**src/rtl/mc_pkg.sv**
```systemverilog
// Shared encodings for the multi-cycle controller: FSM states, opcode/funct
// constants, datapath select encodings and the decoded instruction class.
package mc_pkg;

  typedef enum logic [3:0] {
    StFetch,
    StDcd,
    StExe,
    StAluWb,
    StMa,
    StMrd,
    StMemWb,
    StMst,
    StBr,
    StJmp
  } state_e;

  // Opcodes (instruction bits [31:26])
  localparam logic [5:0] OpRtype = 6'b000000;
  localparam logic [5:0] OpOri   = 6'b001101;
  localparam logic [5:0] OpLui   = 6'b001111;
  localparam logic [5:0] OpLw    = 6'b100011;
  localparam logic [5:0] OpSw    = 6'b101011;
  localparam logic [5:0] OpBeq   = 6'b000100;
  localparam logic [5:0] OpJ     = 6'b000010;
  localparam logic [5:0] OpJal   = 6'b000011;

  // R-type funct codes (instruction bits [5:0])
  localparam logic [5:0] FunctAddu = 6'b100001;
  localparam logic [5:0] FunctSubu = 6'b100011;
  localparam logic [5:0] FunctJr   = 6'b001000;

  // Next-PC select
  localparam logic [1:0] NpcPc4    = 2'b00;
  localparam logic [1:0] NpcBranch = 2'b01;
  localparam logic [1:0] NpcJump   = 2'b10;
  localparam logic [1:0] NpcReg    = 2'b11;

  // Write register select
  localparam logic [1:0] RegdstRt = 2'b00;
  localparam logic [1:0] RegdstRd = 2'b01;
  localparam logic [1:0] RegdstRa = 2'b10;

  // Write data select
  localparam logic [1:0] WdselAlu = 2'b00;
  localparam logic [1:0] WdselMem = 2'b01;
  localparam logic [1:0] WdselPc4 = 2'b10;

  // Immediate extension
  localparam logic [1:0] ExtZero  = 2'b00;
  localparam logic [1:0] ExtSign  = 2'b01;
  localparam logic [1:0] ExtUpper = 2'b10;

  // ALU operation
  localparam logic [1:0] AluAdd = 2'b00;
  localparam logic [1:0] AluSub = 2'b01;
  localparam logic [1:0] AluOr  = 2'b10;

  // Instruction class, exactly one bit set. jump = j, link = jal, jreg = jr.
  typedef struct packed {
    logic rtype_alu;
    logic ialu;
    logic load;
    logic store;
    logic branch;
    logic jump;
    logic link;
    logic jreg;
    logic illegal;
  } iclass_t;

endpackage

```
**src/rtl/mc_decode.sv**
```systemverilog
// Instruction decoder: maps op/funct to a one-hot instruction class plus the
// two sub-operation bits the controller needs inside a class.
module mc_decode
  import mc_pkg::*;
(
  input  logic [5:0] op_i,
  input  logic [5:0] funct_i,
  output iclass_t    cls_o,
  output logic       alu_sub_o,   // R-type ALU op is subu
  output logic       imm_upper_o  // I-type ALU op is lui
);

  // Combinational class decode; anything unrecognised lands in illegal.
  always_comb begin
    cls_o       = '0;
    alu_sub_o   = 1'b0;
    imm_upper_o = 1'b0;
    unique case (op_i)
      OpRtype: begin
        unique case (funct_i)
          FunctAddu: cls_o.rtype_alu = 1'b1;
          FunctSubu: begin
            cls_o.rtype_alu = 1'b1;
            alu_sub_o       = 1'b1;
          end
          FunctJr:   cls_o.jreg = 1'b1;
          default:   cls_o.illegal = 1'b1;
        endcase
      end
      OpOri:   cls_o.ialu = 1'b1;
      OpLui: begin
        cls_o.ialu  = 1'b1;
        imm_upper_o = 1'b1;
      end
      OpLw:    cls_o.load = 1'b1;
      OpSw:    cls_o.store = 1'b1;
      OpBeq:   cls_o.branch = 1'b1;
      OpJ:     cls_o.jump = 1'b1;
      OpJal:   cls_o.link = 1'b1;
      default: cls_o.illegal = 1'b1;
    endcase
  end

endmodule

```
**src/rtl/multi_ctrl.sv**
```systemverilog
// Multi-cycle MIPS-subset controller: state register plus next-state and
// output logic. Outputs are Moore except pcwr in BR, which follows zero.
module multi_ctrl
  import mc_pkg::*;
(
  input  logic       clk,
  input  logic       rst,
  input  logic [5:0] op,
  input  logic [5:0] funct,
  input  logic       zero,
  output logic       irwr,
  output logic       pcwr,
  output logic [1:0] npcop,
  output logic       regwr,
  output logic [1:0] regdst,
  output logic [1:0] wdsel,
  output logic       bsel,
  output logic [1:0] extop,
  output logic [1:0] aluop,
  output logic       dmwr
);

  state_e  state_q, state_d;
  iclass_t cls;
  logic    alu_sub;
  logic    imm_upper;

  mc_decode u_decode (
    .op_i       (op),
    .funct_i    (funct),
    .cls_o      (cls),
    .alu_sub_o  (alu_sub),
    .imm_upper_o(imm_upper)
  );

  // State register; synchronous reset returns to FETCH from any state.
  always_ff @(posedge clk) begin
    if (rst) begin
      state_q <= StFetch;
    end else begin
      state_q <= state_d;
    end
  end

  // Next-state and output decode; every output defaults to 0.
  always_comb begin
    state_d = state_q;
    irwr    = 1'b0;
    pcwr    = 1'b0;
    npcop   = NpcPc4;
    regwr   = 1'b0;
    regdst  = RegdstRt;
    wdsel   = WdselAlu;
    bsel    = 1'b0;
    extop   = ExtZero;
    aluop   = AluAdd;
    dmwr    = 1'b0;

    unique case (state_q)
      StFetch: begin
        irwr    = 1'b1;
        pcwr    = 1'b1;
        npcop   = NpcPc4;
        state_d = StDcd;
      end
      StDcd: begin
        if (cls.rtype_alu || cls.ialu) begin
          state_d = StExe;
        end else if (cls.load || cls.store) begin
          state_d = StMa;
        end else if (cls.branch) begin
          state_d = StBr;
        end else if (cls.jump || cls.link || cls.jreg) begin
          state_d = StJmp;
        end else begin
          state_d = StFetch;
        end
      end
      StExe: begin
        if (cls.rtype_alu) begin
          bsel  = 1'b0;
          aluop = alu_sub ? AluSub : AluAdd;
        end else begin
          bsel  = 1'b1;
          extop = imm_upper ? ExtUpper : ExtZero;
          aluop = AluOr;
        end
        state_d = StAluWb;
      end
      StAluWb: begin
        regwr   = 1'b1;
        wdsel   = WdselAlu;
        regdst  = cls.rtype_alu ? RegdstRd : RegdstRt;
        state_d = StFetch;
      end
      StMa: begin
        bsel    = 1'b1;
        extop   = ExtSign;
        aluop   = AluAdd;
        state_d = cls.load ? StMrd : StMst;
      end
      StMrd: begin
        state_d = StMemWb;
      end
      StMemWb: begin
        regwr   = 1'b1;
        wdsel   = WdselMem;
        regdst  = RegdstRt;
        state_d = StFetch;
      end
      StMst: begin
        dmwr    = 1'b1;
        state_d = StFetch;
      end
      StBr: begin
        aluop   = AluSub;
        npcop   = NpcBranch;
        pcwr    = zero;
        state_d = StFetch;
      end
      StJmp: begin
        pcwr  = 1'b1;
        npcop = cls.jreg ? NpcReg : NpcJump;
        if (cls.link) begin
          regwr  = 1'b1;
          regdst = RegdstRa;
          wdsel  = WdselPc4;
        end
        state_d = StFetch;
      end
      default: begin
        state_d = StFetch;
      end
    endcase

    // Reset silences every enable and select in the same cycle.
    if (rst) begin
      irwr   = 1'b0;
      pcwr   = 1'b0;
      npcop  = 2'b00;
      regwr  = 1'b0;
      regdst = 2'b00;
      wdsel  = 2'b00;
      bsel   = 1'b0;
      extop  = 2'b00;
      aluop  = 2'b00;
      dmwr   = 1'b0;
    end
  end

endmodule

```
**config.mk**
```make
export PLATFORM = sky130hd
export DESIGN_NAME = multi_ctrl
export DESIGN_NICKNAME = d
export VERILOG_FILES = /design/src/rtl/mc_pkg.sv /design/src/rtl/mc_decode.sv /design/src/rtl/multi_ctrl.sv
export SDC_FILE = /design/constraint.sdc
export NUM_CORES = 1
export LEC_CHECK = 0
export ABC_AREA = 1
export CAP_MARGIN = 10
export CORE_AREA = 3 3 40 42
export CTS_CLUSTER_SIZE = 28
export DETAILED_ROUTE_END_ITERATION = 6
export DIE_AREA = 0 0 43 45
export GPL_TIMING_DRIVEN = 1
export PLACE_DENSITY = 0.84
export RECOVER_POWER = 25
export SETUP_SLACK_MARGIN = 0.5
export SYNTH_ARGS = -nofsm -noshare
export SYNTH_HDL_FRONTEND = slang
export SYNTH_SLANG_ARGS = --single-unit
```
**constraint.sdc**
```tcl
create_clock -name clk -period 3.1 [get_ports clk]
set_input_delay 0.775 -clock clk [delete_from_list [all_inputs] [get_ports clk]]
set_output_delay 0.775 -clock clk [all_outputs]
set_load 0.01 [all_outputs]
```
After elaboration in Yosys (flattened, before gate mapping) --
Cells that the tools add are included. W data, S select, Z words.
Storage, ports and cells: register bits 4, output and inout port bits 15, logic and storage cells 78, input port bits 15
Operators by class: reductions and logical operators 10, multiplexer cells 48, equality and inequality tests 19
Operators with widths (number):
- $mux W1 | 25
- $eq A6 B6 Y1 const B | 4
- $mux W2 | 10
- $pmux W2 S2 | 5
- $pmux W4 S5 | 1
- $eq A6 B4 Y1 const B | 3
- $eq A4 B3 Y1 const B | 4
- $mux W4 | 4
- $eq A6 B2 Y1 const B | 2
- $eq A4 B2 Y1 const B | 2
- $eq A4 B4 Y1 const B | 2
- $reduce_or A2 Y1 | 4
- $eq A6 B3 Y1 const B | 1
- $logic_not A6 Y1 | 1
- $pmux W1 S2 | 3
- $eq A4 B1 Y1 const B | 1
- $logic_not A4 Y1 | 1
- $logic_or A1 B1 Y1 | 4

Depth between registers and ports, before layout --
Gate-level depths: netlist of the first run.
depth after elaboration 9, gate-level depth with buffers 8

Cells and area by module --
Synthesis of the first run repeated with hierarchy kept, for this count alone.
Unflattened totals: cells, all modules 121, area total of the unflattened synthesis 624.3 µm²
Modules (own cells, without submodules):
- multi_ctrl | instances 1, cells each 81, sequential area each 80.1 µm², area an instance 435.4 µm²
- mc_decode | instances 1, cells each 40, sequential area each 0.0 µm², area an instance 188.9 µm²

Worst setup path before layout of the first run --
No wires, ideal clock.
kind input to output, start in rst, end out regwr, stages 6, path slack 725 ps, data required time 2325 ps, path buffers 1, arrival 1600 ps, cell sequence buf_2 -> inv_1 -> nand2_1 -> nor3_1 -> nor2_1 -> o31ai_1
On the way: longest elaborated chain between the ends 1
Ends and longest elaborated chain:
- start: declaration | line multi_ctrl.sv:7 | input logic rst,
- $mux W1 | line multi_ctrl.sv:137 | if (rst) begin
- end: declaration | line multi_ctrl.sv:14 | output logic regwr,
No other way between the ends.

Worst setup path after layout of the first run --
start in op[1], end out aluop[1]
On the way: longest elaborated chain between the ends 5
Ends and longest elaborated chain:
- start: declaration | line multi_ctrl.sv:8 | input logic [5:0] op,
- $logic_not A6 Y1
- $mux W1 | line mc_decode.sv:18 | unique case (op_i)
- $mux W2 | line multi_ctrl.sv:80 | if (cls.rtype_alu) begin
- $pmux W2 S2 | line multi_ctrl.sv:59 | unique case (state_q)
- $mux W2 | line multi_ctrl.sv:137
- end: declaration | line multi_ctrl.sv:19 | output logic [1:0] aluop,
No other way between the ends.

==> impl_metrics.env, run 1 <==
export IMPL_layout_drive_gt1_share_pct=44.5
export IMPL_finalSetupViolCount=0
export IMPL_total_leakage_power_nw=0.513
export IMPL_tightest_slew_ps=309
export IMPL_netlist_top_cells_count="25 x nor2_1, 18 x nand2_1, 13 x inv_1"
export IMPL_critical_path_top_delay_family="simple AND/OR/NAND/NOR gates"
export IMPL_drt_total_wl_um=2320
export IMPL_synth_adder_area_share_pct=0
export IMPL_synthSimpleGateAreaFrac_pct=60.1
export IMPL_core_area_mm2=0.00128
export IMPL_top_register="state_q"
export IMPL_top_regs="state_q x4"
export IMPL_netlist_area_um2=502
export IMPL_synth_cell_types=18
export IMPL_yosys_warnings=0
export IMPL_cp_arrival_ps=1840
export IMPL_finalCoreUtilization_pct=79.3
export IMPL_period_needed_ps=2610
export IMPL_grt_use_total_pct=25.0
export IMPL_synth_seq_area_share_pct=16.0
export IMPL_grt_max_degree=8
export IMPL_synth_xor_area_share_pct=0
export IMPL_grt_pass1_vias=866
export IMPL_skew_ps=11.6
export IMPL_fp_dieW_um=43
export IMPL_avgSynthCellArea_um2=5.17
export IMPL_ys_ff_latch=4
export IMPL_use_met1_pct=25.5
export IMPL_clock_latency_ps=250
export IMPL_yosys_mux_area_fraction_pct=0
export IMPL_critPathMostFrequentCell="nor2_1"
export IMPL_hold_viol=0
export IMPL_power_density_mw_per_mm2=189
export IMPL_routabilityCongestion=0.776
export IMPL_numCtsBuffers=3
export IMPL_htreeDepth=1
export IMPL_io_buffer_count=29
export IMPL_cts_hold_buf=0
export IMPL_crit_slowest_cell="nor2_1"
export IMPL_cts_sinks=4
export IMPL_drt_initial_drc_count=28
export IMPL_grt_busiest_layer="met2"
export IMPL_synth_edf_count=0
export IMPL_area_growth_pct=103
export IMPL_crit_buf_inv=3
export IMPL_nets=172
export IMPL_grt_overflow=0
export IMPL_endpoint_kind="output port"
export IMPL_root_buffer="clkbuf_4"
export IMPL_cp_required_ps=2320
export IMPL_synth_flop_cell="dfxtp_1"
export IMPL_use_met2_pct=46.1
export IMPL_slew_viol_final=0
export IMPL_ios=30
export IMPL_path_max_fanout=4
export IMPL_fmax_mhz=383
export IMPL_synth_compound_area_share_pct=11.0
export IMPL_max_cap_viol_count=0
export IMPL_min_path_type="reg2reg"
export IMPL_die_h_um=45
export IMPL_synth_nets=112
export IMPL_synth_top_family_by_area="simple AND/OR/NAND/NOR gates"
export IMPL_critPathKind="in2out"
export IMPL_max_slew_margin_pct=79.2
export IMPL_synth_cells=97
export IMPL_viasPerCell=5.21
export IMPL_cts_buffer_depth=2
export IMPL_post_route_period_util_pct=84.3
export IMPL_grt_pass1_wl_um=3590
export IMPL_yosysTopAreaCellShare_pct=18.7
export IMPL_path_cells="clkbuf_1 -> nor2_1 -> nand3_2 -> nor2_2 -> nor2_1 -> nand2_2 -> inv_1 -> clkdlybuf4s15_2"
export IMPL_cts_reportedPaths_clkPinSlew_ps=30
export IMPL_antenna_found_initial=0
export IMPL_drc=0
export IMPL_cpPeakStageDelay_ps=220
export IMPL_synth_top_area_cell="nor2_1"
export IMPL_wl_per_cell_um=13.7
export IMPL_status="finished, final reports clean"
export IMPL_rsz0062_at_grt="yes"
export IMPL_grt_met3_usage_pct=5.18
export IMPL_postRouteAntennaNets=0
export IMPL_dpl_hpwl_um=1510
export IMPL_largest_reg_flops=4
export IMPL_synthTopCellsByArea="nor2_1 19%, dfxtp_1 16%, nand2_1 13%"
export IMPL_die_area_mm2=0.00194
export IMPL_finalPower_mw=0.193
export IMPL_antenna_cells=0
export IMPL_cp_start_kind="input pin"
export IMPL_row_count=13
export IMPL_initial_core_util_pct=39.0
export IMPL_async_flop_share_pct=0
export IMPL_synth_most_common_cell="nor2_1"
export IMPL_num_vias=885
export IMPL_dr_pass1_iters=4
export IMPL_cts_tree="yes"
export IMPL_whs_ps=582
export IMPL_ir_drop_mv=0.228
==> what timing repair did <==
item,CTS,global route
resized for setup,67,35
buffers inserted,12,1
cloned,0,0
setup endpoints to repair,15,12
pin swaps,13,17
==> through the flow <==
| stage | setup TNS, ps | area, um^2 | setup slack, ps | std cells |
|---|---|---|---|---|
| final | 0 | 1020 | 488 | 170 |
| after global routing | 0 | 1020 | 424 | 170 |
| after global placement | -866 | 911 | -147 | 154 |
| after CTS | 0 | 1010 | 477 | 169 |
| after floorplan | 0 | 502 | 725 | 97 |
| after detailed placement | -1630 | 911 | -257 | 154 |
==> cell families (layout without fill, tap and decap cells) <==
logic type | after synthesis | in the layout
flops | 4 | 4
compound gates | 10 | 10
simple gates | 67 | 67
buf+inv | 16 | 74
==> report_power, final <==
| part | leakage [nW] | internal, mW | total (mW) | switching [mW] |
|---|---|---|---|---|
| registers | 0.0326 | 0.0532 | 0.0559 | 0.00271 |
| logic | 0.467 | 0.0316 | 0.0662 | 0.0346 |
| clock network | 0.0138 | 0.0437 | 0.0708 | 0.0271 |
| total | 0.513 | 0.128 | 0.193 | 0.0643 |
==> metal layers <==
| layer | wire length [um] | part of all wire [%] | vias up |
|---|---|---|---|
| li1 | - | - | 425 |
| met1 | 881 | 38 | 408 |
| met2 | 1230 | 53 | 42 |
| met3 | 121 | 5.2 | 10 |
| met4 | 89 | 3.8 | 0 |
| met5 | 0 | 0 | - |
==> worst paths after layout <==
kind,cells after the start,slack [ps],to,start
min,1,580,state_q[0],state_q[0]
max,8,490,aluop[1],op[1]
min reg2reg,1,580,state_q[0],state_q[0]
max reg2reg,6,1940,state_q[3],state_q[0]
==> cell usage in the layout, fill, tap and decap left out, types with 3 or more instances in the layout <==
master,instances
a21oi_1,5
buf_2,6
buf_4,26
buf_6,3
clkbuf_2,7
clkbuf_4,3
clkdlybuf4s15_1,3
dfxtp_1,4
dlygate4sd2_1,7
inv_1,12
nand2_1,15
nand2_2,3
nand3_1,6
nor2_1,21
nor2_2,6
nor2_4,3
nor3_1,4
nor3_2,5
==> layout make-up <==
type / instances / area (um^2)
Tap cell: 15 / 18.8
Sequential cell: 4 / 80.1
Clock buffer: 3 / 22.5
Fill cell: 92 / 267
Timing Repair Buffer: 57 / 425
Inverter: 14 / 52.6
Multi-Input combinational cell: 77 / 419
(Power assumes the default switching activity.)
==> run 2: changes to the inputs <==
--- a/config.mk
+++ b/config.mk
@@ -7,12 +7,12 @@
 export LEC_CHECK = 0
 export ABC_AREA = 1
 export CAP_MARGIN = 10
-export CORE_AREA = 3 3 40 42
+export CORE_MARGIN = 3
+export CORE_UTILIZATION = 32
 export CTS_CLUSTER_SIZE = 28
 export DETAILED_ROUTE_END_ITERATION = 6
-export DIE_AREA = 0 0 43 45
 export GPL_TIMING_DRIVEN = 1
-export PLACE_DENSITY = 0.84
+export PLACE_DENSITY = 0.76
 export RECOVER_POWER = 25
 export SETUP_SLACK_MARGIN = 0.5
 export SYNTH_ARGS = -nofsm -noshare
==> constraint.sdc (replaced) <==
create_clock -name clk -period 2.1 [get_ports clk]
set_input_delay 0.525 -clock clk [delete_from_list [all_inputs] [get_ports clk]]
set_output_delay 0.525 -clock clk [all_outputs]
set_load 0.01 [all_outputs]
==> run 2 against run 1 <==
Sequential share of layout area increased by 0.079 points. Die area is 7.4% higher. Global-route usage fell by 2.5 points. Core utilization grew 7.3 points. Clock skew decreased by 1.1 ps. Via count increased by 7.8%. Clock power up 45%. Highest routed layer unchanged.
==> impl_metrics.env, run 2 (synthesis results as in run 1) <==
export IMPL_status="finished, final reports clean"
export IMPL_wl_per_cell_um=16.1
export IMPL_routabilityCongestion=0.765
export IMPL_grt_overflow=0
export IMPL_dpl_hpwl_um=1490
export IMPL_placed_cells=159
export IMPL_max_cap_viol_count=0
export IMPL_max_slew_margin_pct=78.1
export IMPL_cts_tree="yes"
export IMPL_setup_ws_ps=80.6
export IMPL_area_growth_pct=139
export IMPL_grt_met3_usage_pct=5.53
export IMPL_io_buffer_count=29
export IMPL_root_buffer="clkbuf_4"
export IMPL_use_met1_pct=22.9
export IMPL_ios=30
export IMPL_layout_cells_non_filler=176
export IMPL_clock_latency_ps=250
export IMPL_nets=178
export IMPL_drt_initial_drc_count=29
export IMPL_fmax_mhz=495
export IMPL_viasPerCell=5.42
export IMPL_post_route_period_util_pct=96.2
export IMPL_power_density_mw_per_mm2=265
export IMPL_critPathKind="in2out"
export IMPL_grt_pass1_vias=887
export IMPL_cp_required_ps=1570
export IMPL_row_count=13
export IMPL_layout_drive_gt1_share_pct=66.5
export IMPL_mostFrequentLayoutCell="buf_4"
export IMPL_top_register="state_q"
export IMPL_grt_use_total_pct=22.5
export IMPL_grt_pass1_wl_um=3420
export IMPL_die_area_mm2=0.00208
export IMPL_layout_common_cells="30 x buf_4, 19 x buf_2, 14 x nor2_1"
export IMPL_dr_pass1_iters=4
export IMPL_total_leakage_power_nw=0.621
export IMPL_cts_reportedPaths_clkPinSlew_ps=30
export IMPL_finalSetupViolCount=0
export IMPL_largest_reg_flops=4
export IMPL_hold_viol=0
export IMPL_top_regs="state_q x4"
export IMPL_drc=0
export IMPL_grt_max_degree=8
export IMPL_cts_buffer_depth=2
export IMPL_cts_sinks=4
export IMPL_tightest_slew_ps=327
export IMPL_period_needed_ps=2020
export IMPL_htreeDepth=1
export IMPL_antenna_cells=0
export IMPL_place_ws_ps=-675
export IMPL_core_area_mm2=0.00138
export IMPL_die_h_um=45.6
export IMPL_slew_viol_final=0
export IMPL_drt_total_wl_um=2830
export IMPL_skew_ps=10.5
export IMPL_initial_core_util_pct=36.3
export IMPL_cp_start_kind="input pin"
export IMPL_antenna_found_initial=0
export IMPL_ir_drop_mv=0.329
export IMPL_fp_dieW_um=45.6
export IMPL_use_met2_pct=43.7
export IMPL_min_path_type="reg2reg"
export IMPL_grt_busiest_layer="met2"
export IMPL_endpoint_kind="output port"
export IMPL_path_max_fanout=3
export IMPL_cp_arrival_ps=1490
export IMPL_numCtsBuffers=3
export IMPL_num_vias=954
export IMPL_rsz0062_at_grt="yes"
export IMPL_postRouteAntennaNets=0
export IMPL_cts_hold_buf=0
[run 2: changes by cell type in the layout (fill, tap and decap cells not counted), moves of 5 or more]
cell           delta
buf_6             +7
nor2_4            +5
nor2_1            -7
dlygate4sd2_1     -7
clkbuf_2          -5
buf_2            +13
[run 2: layer usage]
metal  up-vias  wire length, um
met5         -                0
met2        45             1490
met1       454             1020
met3        17              165
li1        438                -
met4         0              151
[run 2: timing repair]
item,4_1_cts,5_1_grt
gates cloned,0,0
setup endpoints to repair,18,15
setup buffers,7,7
resized for setup,137,26
pin swaps,22,17
[run 2: critical path, cell delays in order]
cell and delay [ps]:
buf_8 100, nor2_4 130, buf_6 130, buf_6 100, buf_6 90, nand2_4 50
o31ai_2 200, buf_2 160
[run 2: final timing paths]
kind | startpoint | endpoint | slack [ps] | cells after the start
worst min register to register | state_q[0] | state_q[0] | 590 | 2
worst max register to register | state_q[1] | state_q[3] | 900 | 4
worst max-delay path | op[5] | regwr | 80 | 8
worst min-delay path | state_q[0] | state_q[0] | 590 | 2
[run 2: report_power, final]
part	internal (mW)	switching, mW
sequential	0.0750	0.00462
combinational	0.0657	0.0685
clock	0.0644	0.0388
total	0.205	0.112
[run 2: through the flow]
stage	area [um^2]	total power, mW	hold WS, ps	TNS (ps)	util, %
6_report	1200	0.317	590	0	86.6
5_1_grt	1200	0.331	615	0	86.6
4_1_cts	1080	0.292	564	0	78.5
3_5_place_dp	1030	0.190	649	-7740	74.3
3_3_place_gp	1030	0.188	653	-7370	74.3
2_1_floorplan	587	0.123	529	0	-
[run 2: layout make-up]
class / instances / area [um^2]
repair buffers: 63 / 468
fillers: 82 / 185
inverters: 14 / 60.1
clock buffers: 3 / 22.5
multi-input cells: 77 / 533
well taps: 15 / 18.8
flip-flops and latches: 4 / 95.1
==> run 3: changes to the inputs <==
--- a/config.mk
+++ b/config.mk
@@ -14,6 +14,7 @@
 export GPL_TIMING_DRIVEN = 1
 export PLACE_DENSITY = 0.76
 export RECOVER_POWER = 25
+export REMOVE_ABC_BUFFERS = 1
 export SETUP_SLACK_MARGIN = 0.5
 export SYNTH_ARGS = -nofsm -noshare
 export SYNTH_HDL_FRONTEND = slang
==> run 3 against run 2 <==
The flow now stops in 5_1_grt. Area after synthesis unchanged. Synthesized cell count unchanged.
==> impl_metrics.env, run 3 <==
export IMPL_synth_flop_cell="dfxtp_1"
export IMPL_synth_compound_area_share_pct=11.0
export IMPL_io_buffer_count=29
export IMPL_initial_core_util_pct=36.3
export IMPL_synth_top_area_cell="nor2_1"
export IMPL_routabilityCongestion=0.822
export IMPL_synth_most_common_cell="nor2_1"
export IMPL_synth_cells=97
export IMPL_async_flop_share_pct=0
export IMPL_synth_adder_area_share_pct=0
export IMPL_synthSimpleGateAreaFrac_pct=60.1
export IMPL_synth_top_family_by_area="simple AND/OR/NAND/NOR gates"
export IMPL_ios=30
export IMPL_synthTopCellsByArea="nor2_1 19%, dfxtp_1 16%, nand2_1 13%"
export IMPL_status="did not finish"
export IMPL_grt_max_degree=8
export IMPL_yosys_warnings=0
export IMPL_stop_error="[ERROR DPL-0033] detailed placement checks failed during check placement."
export IMPL_root_buffer="clkbuf_4"
export IMPL_yosysTopAreaCellShare_pct=18.7
export IMPL_netlist_area_um2=502
export IMPL_placed_cells=160
export IMPL_grt_worst_endpoint="npcop[0]"
export IMPL_row_count=13
export IMPL_yosys_mux_area_fraction_pct=0
export IMPL_worst_ep_kind="top-level output"
export IMPL_ys_ff_latch=4
export IMPL_numCtsBuffers=3
export IMPL_cts_sinks=4
export IMPL_synth_cell_types=18
export IMPL_die_h_um=45.6
export IMPL_netlist_top_cells_count="25 x nor2_1, 18 x nand2_1, 13 x inv_1"
export IMPL_synth_edf_count=0
export IMPL_synth_xor_area_share_pct=0
export IMPL_htreeDepth=1
export IMPL_haltStage="5_1_grt"
export IMPL_dpl_hpwl_um=1480
export IMPL_antenna_found_initial=0
export IMPL_cts_buffer_depth=2
export IMPL_fp_dieW_um=45.6
export IMPL_synth_seq_area_share_pct=16.0
export IMPL_avgSynthCellArea_um2=5.17
[run 3: logic make-up after synthesis]
logic type | Yosys count
AND/OR/NAND/NOR | 67
buffers and inverters | 16
AO/OA/AOI/OAI | 10
flip-flops | 4
[run 3: through the flow]
stage	hold WS [ps]	worst slack [ps]	area (um^2)	setup TNS (ps)	util [%]
floorplan	499	278	489	0	-
CTS	548	130	1240	0	89.4
detailed placement	655	-681	956	-7720	69.1
global placement	634	-638	956	-7300	69.1
[run 3: timing repair]
| action | 4_1_cts |
|---|---|
| pin swaps | 32 |
| hold buffers | 0 |
| endpoints found under the setup margin | 18 |
| resized for setup | 178 |
| buffers inserted | 19 |
==> run 4: changes to the inputs <==
--- a/config.mk
+++ b/config.mk
@@ -7,15 +7,13 @@
 export LEC_CHECK = 0
 export ABC_AREA = 1
 export CAP_MARGIN = 10
-export CORE_MARGIN = 3
-export CORE_UTILIZATION = 32
-export CTS_CLUSTER_SIZE = 28
+export CORE_AREA = 3 3 64 66
 export DETAILED_ROUTE_END_ITERATION = 6
+export DIE_AREA = 0 0 67 69
 export GPL_TIMING_DRIVEN = 1
-export PLACE_DENSITY = 0.76
+export PLACE_DENSITY_LB_ADDON = 0.15
 export RECOVER_POWER = 25
 export REMOVE_ABC_BUFFERS = 1
-export SETUP_SLACK_MARGIN = 0.5
 export SYNTH_ARGS = -nofsm -noshare
 export SYNTH_HDL_FRONTEND = slang
 export SYNTH_SLANG_ARGS = --single-unit
==> constraint.sdc (replaced) <==
create_clock -name clk -period 2.73 [get_ports clk]
set_input_delay 0.6825 -clock clk [delete_from_list [all_inputs] [get_ports clk]]
set_output_delay 0.6825 -clock clk [all_outputs]
set_load 0.01 [all_outputs]
==> run 4 against run 3 <==
The run now ends clean.
==> impl_metrics.env, run 4 (synthesis results as in run 1) <==
export IMPL_layout_cells_non_filler=194
export IMPL_ir_drop_mv=0.0942
export IMPL_finalSetupViolCount=0
export IMPL_fin_area_mm2=0.00102
export IMPL_finalPower_mw=0.262
export IMPL_worst_r2r_setup_slack_ps=1590
export IMPL_grt_pass1_wl_um=3150
export IMPL_cp_arrival_ps=1960
export IMPL_drc=0
export IMPL_num_vias=768
export IMPL_die_area_mm2=0.00462
export IMPL_critPathMostFrequentCell="nand2_1"
export IMPL_skew_ps=1.47
export IMPL_viasPerCell=3.96
export IMPL_status="finished, final reports clean"
export IMPL_initial_core_util_pct=13.8
export IMPL_top_register="state_q"
export IMPL_dpl_hpwl_um=1660
export IMPL_path_max_fanout=3
export IMPL_endpoint_kind="output port"
export IMPL_whs_ps=565
export IMPL_io_buffer_count=29
export IMPL_grt_busiest_layer="met2"
export IMPL_fin_setup_tns_ps=0
export IMPL_max_cap_viol_count=0
export IMPL_grt_max_degree=7
export IMPL_power_density_mw_per_mm2=256
export IMPL_cpPeakStageDelay_ps=510
export IMPL_row_count=22
export IMPL_htreeDepth=1
export IMPL_dr_pass1_iters=2
export IMPL_path_depth=6
export IMPL_area_growth_pct=104
export IMPL_placed_area_um2=960
export IMPL_hold_viol=0
export IMPL_die_h_um=69
export IMPL_cts_sinks=4
export IMPL_crit_buf_inv=2
export IMPL_mostFrequentLayoutCell="nor2_1"
export IMPL_use_met1_pct=9.91
export IMPL_total_leakage_power_nw=0.453
export IMPL_grt_pass1_vias=761
export IMPL_numCtsBuffers=3
export IMPL_top_regs="state_q x4"
export IMPL_min_path_type="reg2reg"
export IMPL_grt_met3_usage_pct=2.61
export IMPL_place_ws_ps=-432
export IMPL_finalCoreUtilization_pct=28.1
export IMPL_cts_tree="yes"
export IMPL_setup_ws_ps=87.1
export IMPL_slew_viol_final=0
export IMPL_cts_buffer_depth=2
export IMPL_grt_use_total_pct=8.75
export IMPL_reg2reg_depth=6
export IMPL_crit_slowest_cell="clkdlybuf4s50_1"
export IMPL_drt_total_wl_um=1970
export IMPL_hold_depth=1
export IMPL_period_needed_ps=2640
export IMPL_layout_common_cells="21 x nor2_1, 18 x nand2_1, 18 x buf_4"
export IMPL_post_route_period_util_pct=96.8
export IMPL_antenna_found_initial=0
export IMPL_clock_latency_ps=220
export IMPL_critical_path_top_delay_family="buffers and inverters"
export IMPL_critPathKind="in2out"
export IMPL_nets=163
export IMPL_max_slew_margin_pct=76.8
export IMPL_largest_reg_flops=4
export IMPL_use_met2_pct=15.0
export IMPL_ios=30
export IMPL_fmax_mhz=378
export IMPL_antenna_cells=0
export IMPL_rsz0062_at_grt="no"
export IMPL_path_cells="clkdlybuf4s50_1 -> nand2_1 -> nor3_2 -> nand2_1 -> o31ai_1 -> clkbuf_2"
export IMPL_wl_per_cell_um=10.1
export IMPL_cp_start_kind="input pin"
export IMPL_layout_drive_gt1_share_pct=31.5
export IMPL_fp_dieW_um=67
export IMPL_drt_initial_drc_count=19
export IMPL_cts_hold_buf=0
export IMPL_cp_required_ps=2050
export IMPL_grt_overflow=0
export IMPL_root_buffer="clkbuf_8"
export IMPL_fillerInstances=442
export IMPL_tightest_slew_ps=346
export IMPL_routabilityCongestion=0.776
export IMPL_postRouteAntennaNets=0
export IMPL_core_area_mm2=0.00363
export IMPL_placed_cells=188
export IMPL_cts_reportedPaths_clkPinSlew_ps=30
run 4: final timing paths:
kind	start	end
hold / removal	state_q[0]	state_q[0]
setup reg to reg	state_q[0]	state_q[3]
setup / recovery	op[1]	regwr
hold reg to reg	state_q[0]	state_q[0]
run 4: final cells by class:
class,instances,area [um^2],share of cell area (%)
clock buffers,3,41.3,4.04
flip-flops and latches,4,80.1,7.83
repair buffers,48,392,38.3
inverters,14,52.6,5.14
multi-input cells,77,397,38.8
well taps,48,60.1,5.88
run 4: what timing repair did:
action | in CTS | in global routing
setup buffers | 3 | 0
hold endpoints to repair | 0 | 0
gates resized for setup | 25 | 18
gates cloned | 0 | 0
pin swaps | 4 | 0
endpoints found under the setup margin | 12 | 10
run 4: layer usage:
| layer | vias up | part of all wire (%) | wire length [um] |
|---|---|---|---|
| met5 | - | 0 | 0 |
| met4 | 0 | 1.3 | 25 |
| met3 | 4 | 5.8 | 113 |
| met2 | 18 | 49 | 966 |
| met1 | 337 | 44 | 860 |
| li1 | 409 | - | - |
run 4: where the power goes:
group	leakage [nW]	switching [mW]	internal, mW
registers	0.0326	0.00295	0.0606
clock network	0.0216	0.0294	0.0939
logic	0.399	0.0346	0.0405
==> variant: new RTL, settings of run 4 <==
Put a register stage on the output `extop`, cleared by the reset. The value now appears one clock later. The other outputs are not delayed to match.
--- a/src/rtl/multi_ctrl.sv
+++ b/src/rtl/multi_ctrl.sv
@@ -19,6 +19,8 @@
   output logic [1:0] aluop,
   output logic       dmwr
 );
+
+  logic [1:0] extop_d;
 
   state_e  state_q, state_d;
   iclass_t cls;
@@ -52,7 +54,7 @@
     regdst  = RegdstRt;
     wdsel   = WdselAlu;
     bsel    = 1'b0;
-    extop   = ExtZero;
+    extop_d = ExtZero;
     aluop   = AluAdd;
     dmwr    = 1'b0;
 
@@ -82,7 +84,7 @@
           aluop = alu_sub ? AluSub : AluAdd;
         end else begin
           bsel  = 1'b1;
-          extop = imm_upper ? ExtUpper : ExtZero;
+          extop_d = imm_upper ? ExtUpper : ExtZero;
           aluop = AluOr;
         end
         state_d = StAluWb;
@@ -95,7 +97,7 @@
       end
       StMa: begin
         bsel    = 1'b1;
-        extop   = ExtSign;
+        extop_d = ExtSign;
         aluop   = AluAdd;
         state_d = cls.load ? StMrd : StMst;
       end
@@ -142,11 +144,19 @@
       regdst = 2'b00;
       wdsel  = 2'b00;
       bsel   = 1'b0;
-      extop  = 2'b00;
+      extop_d = 2'b00;
       aluop  = 2'b00;
       dmwr   = 1'b0;
     end
   end
 
+  always_ff @(posedge clk) begin
+    if (rst) begin
+      extop <= '0;
+    end else begin
+      extop <= extop_d;
+    end
+  end
+
 endmodule
 
Behaviour: not the same (Yosys sat finds a counterexample within 4 cycles, from zero or initial values and one cycle with rst high).
==> variant against run 4 <==
- final area is 9.2% higher
- hold slack worse by 0.045 ns
- sequential power is 45% higher
- clock power is 5% higher
- synthesized area is 21% higher
- die area stayed put
- worst setup slack better by 0.022 ns
- register-to-register slack worse by 0.12 ns
- combinational power is 3.7% higher
- power is 14% higher
- routed wire length is 4.9% lower
- sequential cell count is 2 higher
- core utilization is 2.6 points higher
- largest cell class unchanged
- largest power group unchanged
==> variant: results (changes against run 4) <==
status: "finished clean"
nFillCells: 426  # -3.6%
min_path_type: "reg -> reg"
place_area_um2: 1050  # +9.4%
root_buffer: "clkbuf_8"
placement.io_buffers: 29  # unchanged
diodes: 0  # unchanged
gp_congestion: 0.820  # +5.7%
grt_pass1_vias: 686  # -9.9%
finalClockSkew_ns: 0.000471  # -0.000999 ns
drive_above_1_share_pct: 30.3  # -1.2 points
synth-main-ff-cell: "dfxtp_1"
synthTopCellsByArea: "dfxtp_1, nor2_1, nor2_4"
seq_area_frac_synth_pct: 19.7  # +3.8 points
synth_common_cells: "nor2_1, inv_1, nand2_1"
dp_slack_ns: -0.365  # +0.0672 ns
yosys.cell_types.count: 22  # +4
swShare_pct: 24.5  # -1.1 points
avgViaCountPerCell: 4.01  # +1.3%
h-tree-depth: 1  # unchanged
ys_async_sr_fraction_pct: 0  # unchanged
grt_start_max_net_pins: 8  # +1
worstMarginPinSlew_ns: 0.383  # +0.0373 ns
numCtsBuffers: 3  # unchanged
grt_pass1_wl_mm: 2.97  # -5.7%
place_hpwl_mm: 1.64  # -1.6%
grtUsageTotal_pct: 7.98  # -0.77 points
yosys_warnings: 0  # unchanged
drtPass1Iterations: 4  # +2
cp_data_arrival_time_ns: 1.94  # -0.02 ns
insertion_delay_ns: 0.22  # about the same
ir_drop_uv: 127  # +34%
antenna_found_initial: 0  # unchanged
clk_pin_slew_ns: 0.03  # about the same
clk_path_buf_depth: 2  # unchanged
p_leak_nw: 0.536  # +18%
drt_iter0_drc: 31  # +12
wl_mm: 1.87  # -4.9%
hold_violations: 0  # unchanged
top_regs: "state_q: 4 flops, extop: 2 flops"
nets: 169  # +3.7%
crit_fanout: 3  # unchanged
==> variant: per-stage QoR <==
stage,util (%),cells
after floorplan,-,101
after global placement,28.9,192
after detailed placement,28.9,192
after CTS,30.7,200
after global routing,30.7,200
final,30.7,200
==> variant: cells by family (layout without fill, tap and decap cells) <==
kind of cell	after synthesis	in the layout	share of synthesized area, %
compound gates	10	10	8.62
buf+inv	20	69	13.6
flops	6	6	19.7
simple gates	67	67	58.1
==> variant: final timing paths <==
kind,from,end,slack (ns),depth (start not counted)
max,funct[5],aluop[1],0.11,9
min,state_q[0],state_q[0],0.52,1
max reg2reg,state_q[1],extop[1],1.47,7
min reg2reg,state_q[0],state_q[0],0.52,1
==> variant: cell type report <==
cell class                 count  area share [%]
tap                           48            5.38
inverter                      18            6.05
multi-input combinational     77            38.2
clock buffer                   3            3.70
timing repair buffer          48            35.9
sequential                     6            10.8
==> variant: power groups by stage <==
stage | sequential [mW] | clock (mW) | combinational, mW
after detailed placement | 0.0934 | 0 | 0.0776
after global routing | 0.0925 | 0.142 | 0.0852
after CTS | 0.0921 | 0.134 | 0.0775
final | 0.0921 | 0.129 | 0.0779
after floorplan | 0.0931 | 0 | 0.0300
after global placement | 0.0936 | 0 | 0.0774
==> variant: worst max-delay path, stage by stage <==
cell and delay (ns):
clkdlybuf4s50_1 0.48, inv_1 0.05, nor2_2 0.09, nand3_2 0.09, nor2_4 0.15, inv_2 0.07, nand3_4 0.07, inv_1 0.04
clkdlybuf4s15_1 0.22
==> variant: timing repair <==
item                                    in CTS  in global routing
pin swaps                                    3                  2
buffers inserted                             5                  0
endpoints found under the setup margin      13                  6
gates resized for setup                     23                 12
==> variant: routing by layer <==
metal / GRT usage [%] / vias up / share of wire [%]
li1: - / 427 / -
met1: 9.85 / 346 / 42
met2: 13.6 / 29 / 49
met3: 1.79 / 0 / 8.5
met4: 2.03 / 0 / 0
met5: 0 / - / 0
